`config.mk`:
```
export PLATFORM = sky130hd
export DESIGN_NAME = alu_arbiter
export DESIGN_NICKNAME = d
export VERILOG_FILES = /design/src/rtl/alu_arb_pkg.sv /design/src/rtl/rr_pick2.sv /design/src/rtl/alu_arbiter.sv
export SDC_FILE = /design/constraint.sdc
export NUM_CORES = 1
export LEC_CHECK = 0
export ABC_CLOCK_PERIOD_IN_PS = 2700
export CAP_MARGIN = 10
export CELL_PAD_IN_SITES_DETAIL_PLACEMENT = 0
export CELL_PAD_IN_SITES_GLOBAL_PLACEMENT = 1
export CORE_ASPECT_RATIO = 1.25
export CORE_MARGIN = 1
export CORE_UTILIZATION = 28
export CTS_CLUSTER_SIZE = 14
export DETAILED_ROUTE_END_ITERATION = 10
export PLACE_DENSITY_LB_ADDON = 0.12
export SETUP_SLACK_MARGIN = 0.5
export SYNTH_ARGS = -nofsm -noshare
export SYNTH_HDL_FRONTEND = slang
export SYNTH_HIERARCHICAL = 1
export SYNTH_SLANG_ARGS = --single-unit
```
`constraint.sdc`:
```
create_clock -name clk -period 2.7 [get_ports clk]
set_clock_uncertainty 0.15 [all_clocks]
set_input_delay 0.54 -clock clk [delete_from_list [all_inputs] [get_ports clk]]
set_output_delay 0.54 -clock clk [all_outputs]
set_load 0.03 [all_outputs]
```
`src/rtl/alu_arb_pkg.sv`:
```
// Shared types and constants for the two-requester ALU arbiter.
package alu_arb_pkg;

    localparam int DW  = 16;
    localparam int OPW = 3;

    typedef enum logic [1:0] {
        IDLE = 2'd0,
        EXEC = 2'd1,
        DONE = 2'd2
    } arb_state_t;

endpackage

```
`src/rtl/rr_pick2.sv`:
```
// Two-way round-robin choice: on a tie the requester not served last wins.
module rr_pick2 (
    input  logic req0,
    input  logic req1,
    input  logic last,
    output logic any,
    output logic sel
);

    assign any = req0 | req1;
    // sel=1 selects requester 1
    assign sel = (req0 & req1) ? ~last : req1;

endmodule

```
`src/rtl/alu_arbiter.sv`:
```
// Grants the shared ALU to one of two requesters, latches its operands and
// returns the captured result with a one-cycle done pulse.
module alu_arbiter
    import alu_arb_pkg::*;
(
    input  logic           clk,
    input  logic           rst,
    input  logic           req0,
    input  logic           req1,
    input  logic [OPW-1:0] opc0,
    input  logic [OPW-1:0] opc1,
    input  logic [DW-1:0]  a0,
    input  logic [DW-1:0]  a1,
    input  logic [DW-1:0]  b0,
    input  logic [DW-1:0]  b1,
    input  logic           cin0,
    input  logic           cin1,
    output logic           gnt0,
    output logic           gnt1,
    output logic           done0,
    output logic           done1,
    output logic [DW-1:0]  res_w,
    output logic           res_zer,
    output logic           res_neg,
    output logic           busy,
    output logic [OPW-1:0] alu_opc,
    output logic [DW-1:0]  alu_a,
    output logic [DW-1:0]  alu_b,
    output logic           alu_cin,
    input  logic [DW-1:0]  alu_w,
    input  logic           alu_zer,
    input  logic           alu_neg
);

    arb_state_t     r_state;
    arb_state_t     w_next;
    logic           r_last;
    logic           r_owner;
    logic           w_any;
    logic           w_sel;
    logic           w_grant;
    logic [OPW-1:0] r_alu_opc;
    logic [DW-1:0]  r_alu_a;
    logic [DW-1:0]  r_alu_b;
    logic           r_alu_cin;
    logic [DW-1:0]  r_res_w;
    logic           r_res_zer;
    logic           r_res_neg;

    rr_pick2 u_pick (
        .req0 (req0),
        .req1 (req1),
        .last (r_last),
        .any  (w_any),
        .sel  (w_sel)
    );

    always_ff @(posedge clk or posedge rst) begin
        if (rst) r_state <= IDLE;
        else     r_state <= w_next;
    end

    always_comb begin
        w_next  = r_state;
        w_grant = 1'b0;
        case (r_state)
            IDLE: begin
                if (w_any) begin
                    w_next  = EXEC;
                    w_grant = 1'b1;
                end
            end
            EXEC:    w_next = DONE;
            DONE:    w_next = IDLE;
            default: w_next = IDLE;
        endcase
    end

    // last starts at 1 so requester 0 wins the first tie
    always_ff @(posedge clk or posedge rst) begin
        if (rst) begin
            r_last  <= 1'b1;
            r_owner <= 1'b0;
        end else if (w_grant) begin
            r_last  <= w_sel;
            r_owner <= w_sel;
        end
    end

    // ALU inputs only move at a grant edge, keeping them glitch-free in EXEC
    always_ff @(posedge clk or posedge rst) begin
        if (rst) begin
            r_alu_opc <= '0;
            r_alu_a   <= '0;
            r_alu_b   <= '0;
            r_alu_cin <= 1'b0;
        end else if (w_grant) begin
            r_alu_opc <= w_sel ? opc1 : opc0;
            r_alu_a   <= w_sel ? a1   : a0;
            r_alu_b   <= w_sel ? b1   : b0;
            r_alu_cin <= w_sel ? cin1 : cin0;
        end
    end

    always_ff @(posedge clk or posedge rst) begin
        if (rst) begin
            r_res_w   <= '0;
            r_res_zer <= 1'b0;
            r_res_neg <= 1'b0;
        end else if (r_state == EXEC) begin
            r_res_w   <= alu_w;
            r_res_zer <= alu_zer;
            r_res_neg <= alu_neg;
        end
    end

    assign gnt0    = (r_state != IDLE) & ~r_owner;
    assign gnt1    = (r_state != IDLE) &  r_owner;
    assign done0   = (r_state == DONE) & ~r_owner;
    assign done1   = (r_state == DONE) &  r_owner;
    assign busy    = (r_state != IDLE);
    assign res_w   = r_res_w;
    assign res_zer = r_res_zer;
    assign res_neg = r_res_neg;
    assign alu_opc = r_alu_opc;
    assign alu_a   = r_alu_a;
    assign alu_b   = r_alu_b;
    assign alu_cin = r_alu_cin;

endmodule
```
After elaboration in Yosys (flattened, before gate mapping):

Index checks and enable logic that the tools add are counted.
W data, S select, Z words.

* register bits after elaboration: 58
* bits in latches: 0
* memory bits (writable): 0
* ROM bits: 0
* input port bits: 94
* output and inout bits: 59
* word-level logic and storage cells: 32
* memories: 0

* $add $sub $neg: 0
* multiply operators: 0
* divide/modulo/power cells: 0
* order comparisons: 0
* equality and inequality tests: 3
* shifts and indexed selects: 0
* multiplexer cells: 9
* bitwise operators: 8
* reduce and logical (&&, ||, !) cells: 2

Operator list (count)
* $mux W16: 2
* $and A1 B1 Y1: 5
* $mux W1: 4
* $pmux W2 S2: 1
* $mux W3: 1
* $eq A2 B1 Y1 const B: 1
* $eq A2 B2 Y1 const B: 1
* $logic_not A2 Y1: 1
* $mux W2: 1
* $ne A2 B1 Y1 const B: 1
* $not A1 Y1: 2
* $reduce_bool A2 Y1: 1
* $or A1 B1 Y1: 1

Logic depth before layout (Yosys ltp):

* depth in word-level cells: 3
* gate-level depth with buffers: 5
* mapped depth without buffers: 3

By module:

The synthesis kept the hierarchy.

By module, submodules not included
* alu_arbiter: times used 1, cells an instance 169, area each 2790.2 um^2, sequential area each 1452.6 um^2
* rr_pick2: times used 1, cells an instance 2, area each 13.8 um^2, sequential area each 0.0 um^2

Worst setup path after synthesis:

Ideal clock, no wire load.

* path kind: input to register
* from: in req1
* to: reg r_alu_b[8], in the netlist alu_b[8]
* library setup time: 125 ps
* data arrival time: 1603 ps
* data required time: 2425 ps
* setup slack: 822 ps
* stages: 5
* buffers on the path: 2
* path through: a21boi_1 buf_6 buf_6 mux2_4 mux2_4

* longest elaborated chain between the ends: 3
* elaborated cells on any way between the ends: 6
* classes of those cells: 4 x mux; 2 x bitwise

RTL lines
* start: declaration: RTL line alu_arbiter.sv:9 `input logic req1,`
* $and A1 B1 Y1 / $or A1 B1 Y1 (equally long branches): RTL line rr_pick2.sv:12, rr_pick2.sv:10
* $mux W1, on equally long branches: RTL line rr_pick2.sv:12, alu_arbiter.sv:68
* $mux W16 / $mux W1 (equally long branches): RTL line alu_arbiter.sv:100, alu_arbiter.sv:66
* end signal: assignment: RTL line alu_arbiter.sv:100 `r_alu_b <= w_sel ? b1 : b0;`
* end: declaration: RTL line alu_arbiter.sv:44 `logic [DW-1:0] r_alu_b;`

Parallel ways exist; a longest one is shown, timed or not.
A chain may end at the register's enable or synchronous reset.

Worst setup path after layout:

* from: reg r_state[0]
* to: out gnt1

* longest elaborated chain between the ends: 2

RTL lines
* start: declaration: RTL line alu_arbiter.sv:35 `arb_state_t r_state;`
* start signal: assignment: RTL line alu_arbiter.sv:60 `else r_state <= w_next;`
* $reduce_bool A2 Y1: RTL line alu_arbiter.sv:118 `assign gnt1 = (r_state != IDLE) & r_owner;`
* $and A1 B1 Y1: RTL line alu_arbiter.sv:118
* end: declaration: RTL line alu_arbiter.sv:19 `output logic gnt1,`

No other way between the ends.

==> run_results.csv <==
group,metric,value,unit
route,postRouteAntennaNets,0,
timing,tightest_slew,553,ps
placed_design,gp_congestion,0.712,
timing,drv_slew,0,
cts,root_buffer,"clkbuf_16",
timing,rsz0062_at_grt,"false",
worst_hold_path,hp-class,"reg2reg",
cells_and_area,final_common_cell,"clkdlybuf4s50_1",
global_routing,antenna_found_initial,0,
critical_path,crit_path_end_kind,"primary output",
die,rows,40,
timing,period_needed,2120,ps
worst_hold_path,hold_depth,1,
cells_and_area,num_antenna_cells,0,
critical_path,crit_type,"reg2out",
global_routing,grt_max_degree,25,
cts,cts_sinks,58,
timing,slew_headroom,0.631,
timing,fin_crit_sh,0.784,
cts,cts_buffers,9,
critical_path,reg2regPathDepth,4,
cts,cts_tree,"built",
route,via_per_inst,4.25,
die,io_pins,153,
critical_path,critPathArrivalTime,1430,ps
die,die_h,114,um
cells_and_area,layout-drive-gt1-share,0.368,
die,fp.coreArea,0.00966,sq mm
route,totalWireLength,6.90,mm
timing,hold_slack,352,ps
synth,synth_seq_area_share,0.518,
worst_hold_path,hold_path.startpoint,"alu_a[4]",
timing,setup_tns,0,ps
timing,setup_viol,0,
die,die_w,91.5,um
critical_path,crit_fanout,5,
critical_path,required,2010,ps
route,vias,1970,
power,p_leak,0.00203,uW
critical_path,reg2reg_slack,1020,ps
critical_path,cp-start-kind,"flip-flop",
synth,syn-num-nets,265,
synth,syn_inst,171,
route,drc,0,
synth,synth_warnings,6,
synth,synth_area,0.00280,sq mm
cells_and_area,layout_common_cells,"147 x clkdlybuf4s50_1, 56 x mux2_2, 56 x dfrtp_1",
cts,htreeDepth,3,
route,wl_per_cell,14.9,um
timing,hold_violations,0,
synth,ys_ff_latch,58,
critical_path,rr_startpoint,"r_last",
placed_design,portBuffers,152,
synth,ys_types,18,
power,vdd_drop_max,0.463,mV
die,die_area,0.0104,sq mm
placed_design,dp_hpwl,5.05,mm
die,start_util,0.290,
critical_path,r2r-end,"alu_a[6]",
global_routing,grt-ovfl-total,0,
route,first_iter_violations,51,
cts,clock_latency,310,ps
cells_and_area,syn_to_final_growth,71.0,%
power,p_per_area,1230,mW/mm^2
cts,cts.clk_slew.worst_paths,50,ps
status,outcome,"complete, no violations",
synth,avgSynthCellArea,16.4,sq um
cells_and_area,fill_cells,858,
worst_hold_path,hold_end,"alu_a[4]",
route,drt-pass1-iter-count,3,
timing,max_freq,472,MHz
global_routing,grt_pass1_wl,11.0,mm
cells_and_area,num-nets-final,426,
flow_run,cap_violations,0,
global_routing,grt_pass1_vias,2147,
global_routing,grt_usage,0.139,
cts,cts_buffer_depth,2,
==> kinds of logic after synthesis <==
kind of cell           count (synthesis)  synth area share
buffers and inverters                 12            0.0379
and+or+nand+nor                        8            0.0237
DFF                                   58             0.518
muxes                                 92             0.418
AOI/OAI and AO/OA                      1           0.00268
==> worst max-delay path: stages, from the launching register on <==
cell	delay, ps
dfrtp_2	440
or2_2	330
and2_1	160
clkbuf_2	190
==> metal layers <==
| metal | track usage | part of all wire | vias to the layer above |
|---|---|---|---|
| met5 | 0 | 0 | - |
| li1 | - | - | 929 |
| met4 | 0.0381 | 0.0099 | 0 |
| met2 | 0.238 | 0.50 | 85 |
| met3 | 0.0607 | 0.090 | 7 |
| met1 | 0.157 | 0.40 | 949 |
==> power breakdown <==
part,switching (uW),total (uW),leakage [uW],internal (uW)
Clock,380,1140,0.000145,762
Sequential,244,1570,0.000676,1330
Combinational,1570,3190,0.00121,1620
==> worst max path at each step <==
stage	from	to	slack (ps)	cells after the start
after floorplan	rst	alu_a[0]	580	1
final	r_state[0]	gnt1	580	3
after global placement	req1	alu_a[4]	330	5
after global routing	r_state[1]	done0	500	2
after CTS	r_state[0]	gnt1	390	3
after detailed placement	req0	alu_a[6]	300	5
==> state kept, by name, summed over array words and instances (netlist names) <==
name / flops
alu_a: 16
alu_b: 16
alu_cin: 1
alu_opc: 3
r_last: 1
r_owner: 1
r_state: 2
res_neg: 1
res_w: 16
res_zer: 1
==> cells in the mapped netlist <==
library cell  instances  area share
dfstp_2               1      0.0094
dfrtp_1              57        0.51
buf_2                 1      0.0018
inv_1                 2      0.0027
buf_6                 5       0.020
a21boi_1              1      0.0027
nor3b_4               1      0.0067
nand2b_1              1      0.0022
and2_1                1      0.0022
and3b_1               1      0.0031
or2_1                 1      0.0022
nor3b_1               1      0.0027
buf_4                 3      0.0080
buf_8                 1      0.0054
mux2_4               36        0.19
nor2b_1               1      0.0022
mux2_2               56        0.22
or2_2                 1      0.0022
==> cell type report <==
| type | count | area [sq um] | area share |
|---|---|---|---|
| repair buffers | 160 | 1610 | 0.337 |
| clock inverters | 4 | 50.0 | 0.0104 |
| inverters | 2 | 7.51 | 0.00157 |
| flip-flops and latches | 58 | 1450 | 0.303 |
| well taps | 126 | 158 | 0.0329 |
| clock buffers | 12 | 256 | 0.0535 |
| multi-input cells | 101 | 1260 | 0.262 |
==> timing repair <==
item                                    CTS  global route
hold buffers                              0             0
endpoints found under the setup margin    5             2
buffers inserted                          0             0
resized for setup                        10             4
==> per-stage QoR <==
stage / instance area (sq um) / total power [uW] / instances / util / worst slack [ps]
after CTS: 4800 / 6000 / 463 / 0.497 / 392
after floorplan: 2800 / 3580 / 171 / - / 584
after global placement: 4510 / 4810 / 447 / 0.466 / 332
final: 4800 / 5910 / 463 / 0.497 / 584
after detailed placement: 4510 / 4840 / 447 / 0.466 / 304
after global routing: 4800 / 6220 / 463 / 0.497 / 502
No activity file was read; power rests on OpenSTA's default activity.
